File: config.mk
export PLATFORM = sky130hd
export DESIGN_NAME = demux16_dispatcher
export DESIGN_NICKNAME = d
export VERILOG_FILES = /design/src/rtl/demux16_dispatcher_pkg.sv /design/src/rtl/demux16_dispatcher_demultiplexer.sv /design/src/rtl/demux16_dispatcher.sv
export SDC_FILE = /design/constraint.sdc
export NUM_CORES = 1
export LEC_CHECK = 0
export BUFFER_PORTS_ARGS = -buffer_cell sky130_fd_sc_hd__buf_2
export CAP_MARGIN = 20
export CORE_AREA = 2 2 444 446
export CTS_CLUSTER_DIAMETER = 100
export DETAILED_ROUTE_END_ITERATION = 6
export DIE_AREA = 0 0 446 448
export HOLD_SLACK_MARGIN = 0.05
export PLACE_DENSITY = 0.3
export SYNTH_ARGS = -nofsm -noshare
export SYNTH_HDL_FRONTEND = slang
export SYNTH_SLANG_ARGS = --single-unit
File: constraint.sdc
create_clock -name clock -period 3.8 [get_ports clock]
set_input_delay 0.76 -clock clock [delete_from_list [all_inputs] [get_ports clock]]
set_output_delay 0.76 -clock clock [all_outputs]
set_load 0.02 [all_outputs]
File: src/rtl/demux16_dispatcher_pkg.sv
// Shared types and constants for the 16-lane dispatcher.
package demux16_dispatcher_pkg;

  localparam int unsigned LANE_COUNT = 16;
  localparam int unsigned LANE_W     = 4;

  // Holding register empty (IDLE) or full (HOLD).
  typedef enum logic {
    IDLE = 1'b0,
    HOLD = 1'b1
  } state_t;

endpackage

File: src/rtl/demux16_dispatcher_demultiplexer.sv
// Demultiplexer: routes one payload to a single lane, all other lanes zero.
module Demultiplexer
  import demux16_dispatcher_pkg::*;
#(
  parameter int unsigned DATA_W = 64
) (
  input  logic                                io_valid,
  input  logic [LANE_W-1:0]                   io_sel,
  input  logic [DATA_W-1:0]                   io_in,
  output logic [LANE_COUNT-1:0][DATA_W-1:0]   io_out,
  output logic [LANE_COUNT-1:0]               io_out_valid
);

  // Place the payload and a one-hot valid on the selected lane only.
  always_comb begin
    io_out       = '0;
    io_out_valid = '0;
    if (io_valid) begin
      io_out[io_sel]       = io_in;
      io_out_valid[io_sel] = 1'b1;
    end
  end

endmodule

File: src/rtl/demux16_dispatcher.sv
// demux16_dispatcher: single-word holding stage that dispatches each accepted
// word to one of 16 lanes (directed or round-robin), dropping words that stall
// longer than TIMEOUT cycles.
module demux16_dispatcher
  import demux16_dispatcher_pkg::*;
#(
  parameter int unsigned DATA_W  = 64,
  parameter int unsigned TIMEOUT = 255
) (
  input  logic              clock,
  input  logic              reset,
  input  logic              io_in_valid,
  output logic              io_in_ready,
  input  logic [DATA_W-1:0] io_in_data,
  input  logic [3:0]        io_in_dest,
  input  logic              io_mode,
  output logic [DATA_W-1:0] io_outputs_0,
  output logic [DATA_W-1:0] io_outputs_1,
  output logic [DATA_W-1:0] io_outputs_2,
  output logic [DATA_W-1:0] io_outputs_3,
  output logic [DATA_W-1:0] io_outputs_4,
  output logic [DATA_W-1:0] io_outputs_5,
  output logic [DATA_W-1:0] io_outputs_6,
  output logic [DATA_W-1:0] io_outputs_7,
  output logic [DATA_W-1:0] io_outputs_8,
  output logic [DATA_W-1:0] io_outputs_9,
  output logic [DATA_W-1:0] io_outputs_10,
  output logic [DATA_W-1:0] io_outputs_11,
  output logic [DATA_W-1:0] io_outputs_12,
  output logic [DATA_W-1:0] io_outputs_13,
  output logic [DATA_W-1:0] io_outputs_14,
  output logic [DATA_W-1:0] io_outputs_15,
  output logic [15:0]       io_out_valid,
  input  logic [15:0]       io_out_ready,
  output logic [15:0]       io_drop_count,
  output logic              io_busy
);

  state_t                            state, state_nxt;
  logic [DATA_W-1:0]                 data_q;
  logic [LANE_W-1:0]                 lane_q;
  logic [LANE_W-1:0]                 rr_q;
  logic [7:0]                        stall_q;
  logic [15:0]                       drop_q;

  logic                              deliver;
  logic                              capture;
  logic                              timeout_hit;
  logic [LANE_W-1:0]                 demux_sel;
  logic [LANE_COUNT-1:0][DATA_W-1:0] lane_data;

  // Handshake decode and next-state selection.
  always_comb begin
    deliver     = (state == HOLD) && io_out_ready[lane_q];
    io_in_ready = !reset && ((state == IDLE) || deliver);
    capture     = io_in_valid && io_in_ready;
    // Drop fires on the edge where the stall count would reach TIMEOUT;
    // a delivery in that same cycle wins.
    timeout_hit = (state == HOLD) && !deliver &&
                  ((9'(stall_q) + 9'd1) == 9'(TIMEOUT));
    state_nxt   = state;
    case (state)
      IDLE: if (capture) state_nxt = HOLD;
      HOLD: begin
        if (deliver)          state_nxt = capture ? HOLD : IDLE;
        else if (timeout_hit) state_nxt = IDLE;
      end
      default: state_nxt = IDLE;
    endcase
  end

  // State register plus holding word, lane, rr pointer, stall and drop counters.
  always_ff @(posedge clock) begin
    if (reset) begin
      state   <= IDLE;
      data_q  <= '0;
      lane_q  <= '0;
      rr_q    <= '0;
      stall_q <= '0;
      drop_q  <= '0;
    end else begin
      state <= state_nxt;
      if (capture) begin
        data_q  <= io_in_data;
        lane_q  <= io_mode ? rr_q : io_in_dest;
        stall_q <= '0;
        if (io_mode) rr_q <= rr_q + 4'd1;
      end else if ((state == HOLD) && !deliver && !timeout_hit) begin
        stall_q <= stall_q + 8'd1;
      end
      if (timeout_hit && (drop_q != 16'hFFFF)) drop_q <= drop_q + 16'd1;
    end
  end

  assign demux_sel     = (state == HOLD) ? lane_q : '0;
  assign io_busy       = (state == HOLD);
  assign io_drop_count = drop_q;

  Demultiplexer #(.DATA_W(DATA_W)) u_demux (
    .io_valid     (state == HOLD),
    .io_sel       (demux_sel),
    .io_in        (data_q),
    .io_out       (lane_data),
    .io_out_valid (io_out_valid)
  );

  assign io_outputs_0  = lane_data[0];
  assign io_outputs_1  = lane_data[1];
  assign io_outputs_2  = lane_data[2];
  assign io_outputs_3  = lane_data[3];
  assign io_outputs_4  = lane_data[4];
  assign io_outputs_5  = lane_data[5];
  assign io_outputs_6  = lane_data[6];
  assign io_outputs_7  = lane_data[7];
  assign io_outputs_8  = lane_data[8];
  assign io_outputs_9  = lane_data[9];
  assign io_outputs_10 = lane_data[10];
  assign io_outputs_11 = lane_data[11];
  assign io_outputs_12 = lane_data[12];
  assign io_outputs_13 = lane_data[13];
  assign io_outputs_14 = lane_data[14];
  assign io_outputs_15 = lane_data[15];

endmodule

==> impl_metrics.csv, run 1 <==
group,metric,value,unit
status,status,"finished clean",
detailed_routing,postRouteAntennaNets,0,
detailed_routing,dr.pass1.iters,5,
synth,synthCells,1675,
synth,synth-async-reset-ratio,0,
detailed_routing,routed_wl,115,mm
synth,ys_warn_count,0,
clock_network,cts.sinks,97,
critical_path,worst_ep_arrival_time,2670,ps
synth,synth_area_leaders,"nor2_1 (35%), dfxtp_1 (21%), and3_1 (8.9%)",
critical_path,reg2regPathDepth,7,
floorplanning,num_io_pins,1146,
grt,overflow,0,
detailed_routing,wl_per_cell,21.9,µm
clock_network,clockBufferDepth,2,
synth,synth_cell_types,53,
clock_network,htreeDepth,3,
critical_path,reg2reg_to,"io_drop_count[15]",
flow_run,max_cap_viol_count,0,
detailed_routing,vias,15700,
critical_path,crit_path_end,"io_outputs_11[0]",
clock_network,cts_tree,"yes",
placement,place_hpwl,90.4,mm
synth,synth.avg_cell_area,5.52,µm²
timing,period_needed,3430,ps
synth,netlist_area,9250,µm²
critical_path,worstPathMaxFanout,55,
timing,hold_viol,0,
clock_network,cts_setup_buffers,0,
synth,synth_edf_count,0,
power_and_ir_drop,seqPwrFrac,0.391,
placement,io_buffers,1145,
critical_path,crit_type,"flip-flop to output port",
clock_network,clkLatencyLatePin,440,ps
critical_path,worstSetupStartpoint,"lane_q[2]",
synth,ys_ff_latch,97,
floorplanning,dieHeight,448,µm
synth,synth.yosys.seq_area_share,0.210,
power_and_ir_drop,ir_worst_vdd,0.195,mV
floorplanning,row_count,162,
floorplanning,die_x,446,µm
clock_network,numCtsBuffers,9,
critical_path,rrSetupSlack,850,ps
power_and_ir_drop,combPwrFrac,0.252,
synth,synth_most_common_cell,"nor2_1",
layout,n_fill_cell,23200,
grt,grt_usage,0.106,
critical_path,crit_path_end_kind,"output port",
synth,synthFlopType,"dfxtp_1",
synth,synth.top_cell.area_share,0.347,
detailed_routing,drt-initial-drc-count,1506,
layout,fin_nets,2777,
timing,fin_worst_skew,21.7,ps
timing,hold_ws,496,ps
layout,drive_above_1_share,0.475,
timing,slew_viol_final,0,
timing,rsz0062_at_grt,"false",
floorplanning,core,195000,µm²
critical_path,crit_path_start_kind,"flip-flop",
critical_path,cp.required,3040,ps
timing,min_period_over_period,0.903,
power_and_ir_drop,p_total,0.00306,W
timing,fin_tns_setup,0,ps
detailed_routing,viasPerCell,3.00,
power_and_ir_drop,clockPowerShare,0.357,
floorplanning,die_area,200000,µm²
synth,yosys.area.top_type,"nor2_1",
timing,setup_viol,0,
synth,synth_nets,1767,
grt,grt_first_pass_wirelength,140,mm
critical_path,r2r-start,"lane_q[0]",
timing,fmax,291,MHz
power_and_ir_drop,power.leakage,9.76,nW
clock_network,hold_buffers,0,
timing,worstMarginPinSlew,1050,ps
clock_network,root_buffer,"clkbuf_16",
power_and_ir_drop,power_density,165,nW/µm²
grt,antenna_found_initial,17,
layout,area_delta_synth_final,100,%
grt,first_global_vias,13400,
clock_network,post_cts_resized,0,
floorplanning,initial_utilization,0.0476,
placement,gp_congestion,0.765,
clock_network,clk_pin_slew_worst_paths,80,ps
detailed_routing,drc,0,
power_and_ir_drop,power.share.switching,0.430,
synth,ys_top_cells_by_count,"nor2_1 (856), clkbuf_1 (182), and3_1 (131), dfxtp_1 (97), nand2_1 (83)",
min_path,hp-class,"flip-flop to flip-flop",
power_and_ir_drop,switchingPower,0.00132,W
grt,grt_max_degree,66,
power_and_ir_drop,internal_power,0.00175,W
timing,maxSlewHeadroom,0.297,
==> through the flow <==
stage	util	area (µm²)	setup slack [ps]	instances
6_report	0.0953	18500	369	5244
5_1_grt	0.0953	18500	223	5240
3_3_place_gp	0.0936	18200	556	5216
3_5_place_dp	0.0936	18200	501	5216
4_1_cts	0.0952	18500	22.9	5232
2_1_floorplan	-	9250	1110	1675
==> registers in the layout, indices dropped and copies added, names as in the netlist <==
| register | count |
|---|---|
| io_drop_count | 16 |
| stall_q | 8 |
| rr_q | 4 |
| data_q | 64 |
| lane_q | 4 |
| io_busy | 1 |
==> cells in the final DEF, fill, tap and decap left out, types with 4 or more instances in the layout <==
cell type | netlist | routed
o21ai_0 | 10 | 10
nor3_1 | 6 | 6
buf_4 | 1 | 64
mux2i_1 | 14 | 14
xor2_1 | 4 | 4
a211oi_1 | 6 | 6
or3_1 | 10 | 10
nand2_1 | 83 | 70
buf_2 | 9 | 1145
nand4_1 | 5 | 5
nand3_1 | 16 | 13
ha_1 | 4 | 4
nor2_1 | 856 | 853
dfxtp_1 | 97 | 95
inv_1 | 18 | 18
diode_2 | 0 | 12
a22o_1 | 64 | 64
and3_1 | 131 | 131
nand2_4 | 0 | 10
clkbuf_16 | 0 | 9
buf_12 | 0 | 15
or4_1 | 4 | 4
a21oi_1 | 14 | 14
xnor2_1 | 6 | 6
and2_1 | 68 | 68
==> worst max-delay path: stages (launching register included) <==
cell and delay (ps):
dfxtp_1 560, and3b_4 350, nand3_4 120, buf_4 760, nor2_1 150, buf_2 210
==> worst min-delay path by stage <==
stage | from | end | slack, ps | cells after the start
after floorplan | rr_q[3] | rr_q[3] | 460 | 2
after global placement | rr_q[3] | rr_q[3] | 480 | 2
after detailed placement | rr_q[3] | rr_q[3] | 480 | 2
after CTS | io_in_data[21] | data_q[21] | 480 | 2
after global routing | io_in_data[4] | data_q[4] | 500 | 2
final | rr_q[3] | rr_q[3] | 500 | 2
==> layout make-up <==
cell class,count,area [µm²],share of cell area
clock buffers,9,225,0.0121
clock inverters,7,70.1,0.00378
diodes,12,30.0,0.00162
repair buffers,1224,6510,0.351
well taps,2542,3180,0.171
flip-flops and latches,97,1950,0.105
multi-input cells,1335,6520,0.351
inverters,18,67.6,0.00364
==> logic make-up (layout without fill, tap and decap cells) <==
group | Yosys count | in the layout | share of synthesized area
compound gates | 107 | 107 | 0.0932
mux | 16 | 16 | 0.0200
flops | 97 | 97 | 0.210
xor+xnor | 10 | 10 | 0.00947
other cells | 0 | 12 | 0
simple gates | 1198 | 1198 | 0.558
fa+ha+maj | 4 | 4 | 0.00541
buf+inv | 243 | 1258 | 0.104
==> routing by layer <==
| metal | track usage | share of wire |
|---|---|---|
| met3 | 0.0195 | 0.075 |
| met1 | 0.120 | 0.36 |
| met5 | 0 | 0.00011 |
| met4 | 0.0398 | 0.034 |
| met2 | 0.195 | 0.53 |
==> power groups by stage <==
stage | Sequential, W | Combinational [W] | Clock, W
floorplan | 0.00114 | 0.000362 | 0
global placement | 0.00123 | 0.000803 | 0
detailed placement | 0.00123 | 0.000804 | 0
CTS | 0.00121 | 0.000806 | 0.00118
global route | 0.00121 | 0.000831 | 0.00119
finish | 0.00120 | 0.000771 | 0.00109
Note: power is estimated with default switching activity, not from simulation.
==> run 2: changes to the inputs <==
CAP_MARGIN = 0   (was 20)
CORE_AREA = 2 2 441 443   (was 2 2 444 446)
DIE_AREA = 0 0 443 445   (was 0 0 446 448)
TNS_END_PERCENT = 50   (was default)
==> run 2 against run 1 <==
  * Non-clock buffer count shrank 8
  * Worst setup slack lost 200 ps
  * Sequential cell count is the same
  * Sequential share of layout area is essentially flat
  * Routed wire length grew 2.4%
  * Clock power is essentially flat
  * Fmax shrank 5.6%
  * First-iteration DRC count grew 0.86%
  * Worst hold slack gained 13 ps
  * Global-route usage grew 0.60 points
  * Combinational power grew 0.6%
  * Critical endpoint is now io_outputs_5[36]
  * Largest power group unchanged
==> impl_metrics.csv, run 2 (synthesized netlist as in run 1, its figures left out) <==
group,metric,value,unit
status,status,"finished clean",
clock_network,numCtsBuffers,9,
layout,final_cell_mix,"buf_2 (1145), nor2_1 (853), and3_1 (131)",
critical_path,reg2regPathDepth,7,
timing,hold_ws,509,ps
detailed_routing,postRouteAntennaNets,0,
critical_path,crit_type,"flip-flop to output port",
floorplanning,num_io_pins,1146,
placement,place_hpwl,92.2,mm
grt,overflow,0,
critical_path,reg2reg_to,"data_q[48]",
power_and_ir_drop,clockPowerShare,0.355,
clock_network,cts.sinks,97,
placement,io_buffers,1145,
timing,period_needed,3640,ps
detailed_routing,drt-initial-drc-count,1519,
grt,grt_max_degree,75,
grt,grt_usage,0.112,
detailed_routing,routed_wl,117,mm
critical_path,worstPathMaxFanout,40,
clock_network,cts_tree,"yes",
grt,first_global_vias,14600,
grt,antenna_found_initial,13,
floorplanning,die_x,443,µm
timing,fin_tns_setup,0,ps
timing,fin_worst_skew,19.5,ps
clock_network,clockBufferDepth,2,
critical_path,r2r-start,"lane_q[0]",
critical_path,rrSetupSlack,640,ps
critical_path,worst_ep_arrival_time,2880,ps
critical_path,cp.required,3040,ps
layout,mostFrequentLayoutCell,"buf_2",
detailed_routing,viasPerCell,3.05,
power_and_ir_drop,seqPwrFrac,0.392,
grt,grt_first_pass_wirelength,148,mm
detailed_routing,wl_per_cell,22.5,µm
clock_network,htreeDepth,3,
power_and_ir_drop,ir_worst_vdd,0.260,mV
detailed_routing,vias,15900,
floorplanning,dieHeight,445,µm
min_path,hp-start,"rr_q[3]",
power_and_ir_drop,internal_power,0.00174,W
power_and_ir_drop,combPwrFrac,0.254,
power_and_ir_drop,power_density,166,nW/µm²
floorplanning,die_area,197000,µm²
floorplanning,core,192000,µm²
clock_network,root_buffer,"clkbuf_16",
placement,dp.cells,5192,
critical_path,crit_path_end_kind,"output port",
timing,rsz0062_at_grt,"false",
detailed_routing,dr.pass1.iters,7,
power_and_ir_drop,switchingPower,0.00132,W
clock_network,cts_setup_buffers,0,
timing,hold_viol,0,
layout,largest_reg_flops,64,
floorplanning,initial_utilization,0.0482,
timing,min_period_over_period,0.957,
layout,fin_util,0.0962,
critical_path,crit_path_start_kind,"flip-flop",
layout,drive_above_1_share,0.473,
clock_network,post_cts_resized,0,
min_path,hp-class,"flip-flop to flip-flop",
clock_network,clkLatencyLatePin,440,ps
layout,fin_nets,2769,
min_path,min_path_cells,2,
flow_run,max_cap_viol_count,0,
timing,fmax,275,MHz
clock_network,clk_pin_slew_worst_paths,100,ps
layout,top_register,"data_q",
timing,worstMarginPinSlew,1170,ps
power_and_ir_drop,power.leakage,9.75,nW
detailed_routing,drc,0,
clock_network,hold_buffers,0,
layout,area_delta_synth_final,99.6,%
timing,maxSlewHeadroom,0.217,
timing,setup_viol,0,
layout,final_cells,5216,
timing,slew_viol_final,0,
floorplanning,row_count,161,
placement,gp_congestion,0.784,
min_path,whs_endpoint,"rr_q[3]",
power_and_ir_drop,power.share.switching,0.431,
-- run 2: cell types whose count changed in the layout (fill, tap and decap cells not counted), sizes merged --
cell      change
buf           -8
clkinv        +1
clkinvlp      -1
diode         -4
-- run 2: cell type report --
class | instances | area, µm²
clock inverters | 7 | 70.1
clock buffers | 9 | 225
inverters | 18 | 67.6
diodes | 8 | 20.0
flip-flops and latches | 97 | 1950
repair buffers | 1216 | 6460
well taps | 2526 | 3160
fillers | 22800 | 174000
multi-input cells | 1335 | 6520
-- run 2: per-stage QoR --
stage,power (W),cell area [µm²],setup slack [ps]
after floorplan,0.00150,9250,1110
after global placement,0.00203,18200,603
after detailed placement,0.00204,18200,598
after CTS,0.00319,18400,77.7
after global routing,0.00322,18500,30.1
final,0.00306,18500,164
-- run 2: routing by layer --
layer	routed length [µm]	share of wire	vias to the layer above	global-route usage
met3	6630	0.056	71	0.0196
met4	2550	0.022	2	0.0292
met2	63500	0.54	714	0.214
li1	-	-	7259	-
met1	44800	0.38	7866	0.126
met5	13	0.00011	-	0
-- run 2: critical path, cell delays in order, from the launching register on --
cell and delay, ps:
dfxtp_1 860, nor2b_1 470, buf_4 220, nand2_4 50
buf_4 260, nor2_1 210, buf_2 200
-- run 2: worst max-delay path by stage --
| stage | startpoint | end | slack [ps] | depth (start not counted) |
|---|---|---|---|---|
| 2_1_floorplan | io_out_ready[7] | io_in_ready | 1110 | 5 |
| 3_3_place_gp | io_busy | io_outputs_9[52] | 600 | 4 |
| 3_5_place_dp | io_busy | io_outputs_9[53] | 600 | 4 |
| 4_1_cts | io_busy | io_outputs_9[53] | 80 | 4 |
| 5_1_grt | lane_q[0] | io_outputs_3[15] | 30 | 5 |
| 6_report | lane_q[0] | io_outputs_5[36] | 160 | 6 |
-- run 2: power groups by stage --
stage / clock (W) / sequential [W] / combinational, W
after floorplan: 0 / 0.00114 / 0.000362
after global placement: 0 / 0.00123 / 0.000803
after detailed placement: 0 / 0.00123 / 0.000805
after CTS: 0.00118 / 0.00121 / 0.000805
after global routing: 0.00118 / 0.00121 / 0.000829
final: 0.00108 / 0.00120 / 0.000776
==> run 3: changes to the inputs <==
ABC_AREA = 1   (was default)
CORE_AREA = 2 2 449 451   (was 2 2 441 443)
DIE_AREA = 0 0 451 453   (was 0 0 443 445)
==> run 3 against run 2 <==
  * Clock skew hardly changed
  * First-iteration DRC count is 18% lower
  * Global-route usage is 1.2 points lower
  * Clock power hardly changed
  * Die area is 3.6% higher
  * Core utilization is 0.41 points lower
  * Register-to-register slack better by 770 ps
  * Critical path depth is 2 higher
  * Routed wire length is 7.1% lower
  * Sequential power is 7% lower
  * Combinational power is 70% higher
  * Critical endpoint is now io_outputs_5[25]
  * Highest routed layer unchanged
==> impl_metrics.csv, run 3 <==
group,metric,value,unit
synth,ys_warn_count,0,
grt,overflow,0,
grt,grt_first_pass_wirelength,138,mm
timing,layout_setup_ws,180,ps
detailed_routing,drc,0,
synth,synth.yosys.seq_area_share,0.215,
critical_path,crit_type,"flip-flop to output port",
synth,synth-compound-area-share,0.0648,
clock_network,hold_buffers,0,
synth,netlist_area,9020,µm²
power_and_ir_drop,power.leakage,9.53,nW
synth,synthCells,1821,
layout,final_cell_area,18400,µm²
timing,fin_tns_setup,0,ps
critical_path,r2r-start,"stall_q[0]",
placement,dp.cells,5505,
layout,top_register,"data_q",
detailed_routing,postRouteAntennaNets,0,
clock_network,cts_setup_buffers,0,
critical_path,reg2reg_to,"io_drop_count[1]",
clock_network,clockBufferDepth,2,
timing,fmax,276,MHz
layout,final_cell_mix,"buf_2 (1145), nor2_1 (1066), nand2_1 (137)",
placement,io_buffers,1145,
detailed_routing,wl_per_cell,19.8,µm
power_and_ir_drop,internal_power,0.00177,W
layout,fin_nets,2952,
floorplanning,die_x,451,µm
min_path,hp-class,"flip-flop to flip-flop",
placement,placed_cell_area,18000,µm²
layout,final_cells,5524,
critical_path,worstPathMaxFanout,46,
clock_network,clkLatencyLatePin,450,ps
power_and_ir_drop,power.share.switching,0.497,
synth,synthAdderAreaFrac,0.00555,
min_path,min_path_cells,2,
power_and_ir_drop,combPwrFrac,0.374,
layout,regArea,1940,µm²
detailed_routing,dr.pass1.iters,6,
layout,area_delta_synth_final,104,%
synth,synth_nets,1913,
flow_run,max_cap_viol_count,0,
grt,first_global_vias,14800,
clock_network,cts_tree,"yes",
floorplanning,row_count,164,
power_and_ir_drop,clockPowerShare,0.310,
synth,yosys.area.top_type,"nor2_1",
power_and_ir_drop,power_density,192,nW/µm²
critical_path,crit_path_end_kind,"output port",
timing,fin_worst_skew,19.8,ps
synth,ys_top_cells_by_count,"nor2_1 (1067), clkbuf_1 (161), nand2_1 (138), dfxtp_1 (97), clkinv_1 (65)",
clock_network,htreeDepth,3,
synth,synth_edf_count,0,
power_and_ir_drop,switchingPower,0.00175,W
floorplanning,num_io_pins,1146,
clock_network,clk_pin_slew_worst_paths,90,ps
critical_path,crit_path_start_kind,"flip-flop",
detailed_routing,vias,16100,
timing,worstMarginPinSlew,1240,ps
placement,gp_congestion,0.800,
synth,synth-simple-area-share,0.558,
synth,synth_top_family_by_area,"simple AND/OR/NAND/NOR gates",
critical_path,rrSetupSlack,1410,ps
synth,synth.avg_cell_area,4.95,µm²
synth,synth_cell_types,33,
critical_path,reg2regPathDepth,10,
layout,n_fill_cell,23800,
min_path,hp-start,"data_q[42]",
critical_path,worst_ep_arrival_time,2860,ps
floorplanning,dieHeight,453,µm
timing,setup_viol,0,
synth,yosys.area_share.xor_xnor,0.0155,
detailed_routing,routed_wl,109,mm
floorplanning,core,199000,µm²
layout,mostFrequentLayoutCell,"buf_2",
timing,slew_viol_final,0,
synth,synth.mux.area_fraction,0.00333,
floorplanning,initial_utilization,0.0453,
min_path,whs_endpoint,"data_q[42]",
placement,dp_worst_setup_slack,540,ps
layout,drive_above_1_share,0.452,
timing,period_needed,3620,ps
synth,synthFlopType,"dfxtp_1",
layout,multi_input_comb_area,5850,µm²
synth,synth_most_common_cell,"nor2_1",
clock_network,root_buffer,"clkbuf_16",
timing,min_period_over_period,0.953,
synth,synth.top_cell.area_share,0.444,
synth,synth_area_leaders,"nor2_1 (44%), dfxtp_1 (22%), clkbuf_1 (6.7%)",
layout,largest_reg_flops,64,
timing,rsz0062_at_grt,"false",
power_and_ir_drop,seqPwrFrac,0.317,
grt,grt_max_degree,65,
timing,hold_viol,0,
status,status,"finished clean",
grt,antenna_found_initial,13,
clock_network,cts.sinks,97,
timing,hold_ws,477,ps
floorplanning,die_area,204000,µm²
power_and_ir_drop,ir_worst_vdd,0.272,mV
timing,maxSlewHeadroom,0.166,
synth,synth-async-reset-ratio,0,
synth,ys_ff_latch,97,
critical_path,cp.required,3040,ps
detailed_routing,drt-initial-drc-count,1253,
grt,grt_usage,0.100,
placement,place_hpwl,85.3,mm
clock_network,numCtsBuffers,9,
detailed_routing,viasPerCell,2.91,
run 3: cell types whose count changed after synthesis, sizes merged, moves of 18 or more:
cell    change
clkbuf     -21
clkinv     +65
and3      -132
a22o       -64
buf        -18
o21ai      +61
nand2      +71
and2       -69
nor2      +213
inv        +47
run 3: how the worst max path moves through the flow:
stage	start	to	slack [ps]
finish	io_busy	io_outputs_5[25]	180
global route	io_busy	io_outputs_5[25]	30
CTS	io_busy	io_outputs_14[61]	50
detailed placement	io_busy	io_outputs_5[32]	540
global placement	io_busy	io_outputs_5[32]	530
floorplan	io_busy	io_outputs_6[10]	1150
run 3: what timing repair did:
| action | 4_1_cts | 5_1_grt |
|---|---|---|
| gates cloned | 0 | 0 |
| gates resized for setup | 1 | 7 |
| setup endpoints to repair | 2 | 98 |
| pin swaps | 0 | 0 |
| hold endpoints to repair | 0 | 0 |
run 3: per-stage QoR:
stage,power (W),utilization
floorplan,0.00171,-
global placement,0.00252,0.0905
detailed placement,0.00252,0.0905
CTS,0.00373,0.0921
global route,0.00377,0.0921
finish,0.00353,0.0921
run 3: worst max-delay path, stage by stage, from the launching register on:
cell	delay (ps)
dfxtp_1	480
inv_1	270
nor3_1	190
inv_1	110
nor2_1	300
clkinv_4	260
buf_12	250
nor2_1	210
buf_2	220
run 3: logic make-up after synthesis:
group,count (synthesis)
XOR/XNOR,16
adder cells (fa/ha/maj),4
AND/OR/NAND/NOR,1285
buffers and inverters,315
flip-flops,97
multiplexers,3
AO/OA/AOI/OAI,101
run 3: area by class of cell:
class,instances,area share
timing repair buffer,1213,0.349
multi-input combinational,1409,0.318
tap,2656,0.181
sequential,97,0.106
inverter,130,0.0284
clock buffer,9,0.0123
clock inverter,7,0.00416
antenna,3,0.000409
run 3: per-layer routing:
metal,GRT usage,vias up,part of all wire
met5,0,-,0.000064
li1,-,7473,-
met1,0.115,7803,0.39
met2,0.188,727,0.54
met4,0.0304,2,0.021
met3,0.0158,74,0.050
run 3: power groups by stage:
stage          clock (W)  sequential, W  combinational, W
3_3_place_gp           0        0.00114           0.00138
2_1_floorplan          0        0.00113          0.000573
6_report         0.00109        0.00112           0.00132
4_1_cts          0.00123        0.00112           0.00138
5_1_grt          0.00123        0.00112           0.00142
3_5_place_dp           0        0.00114           0.00138
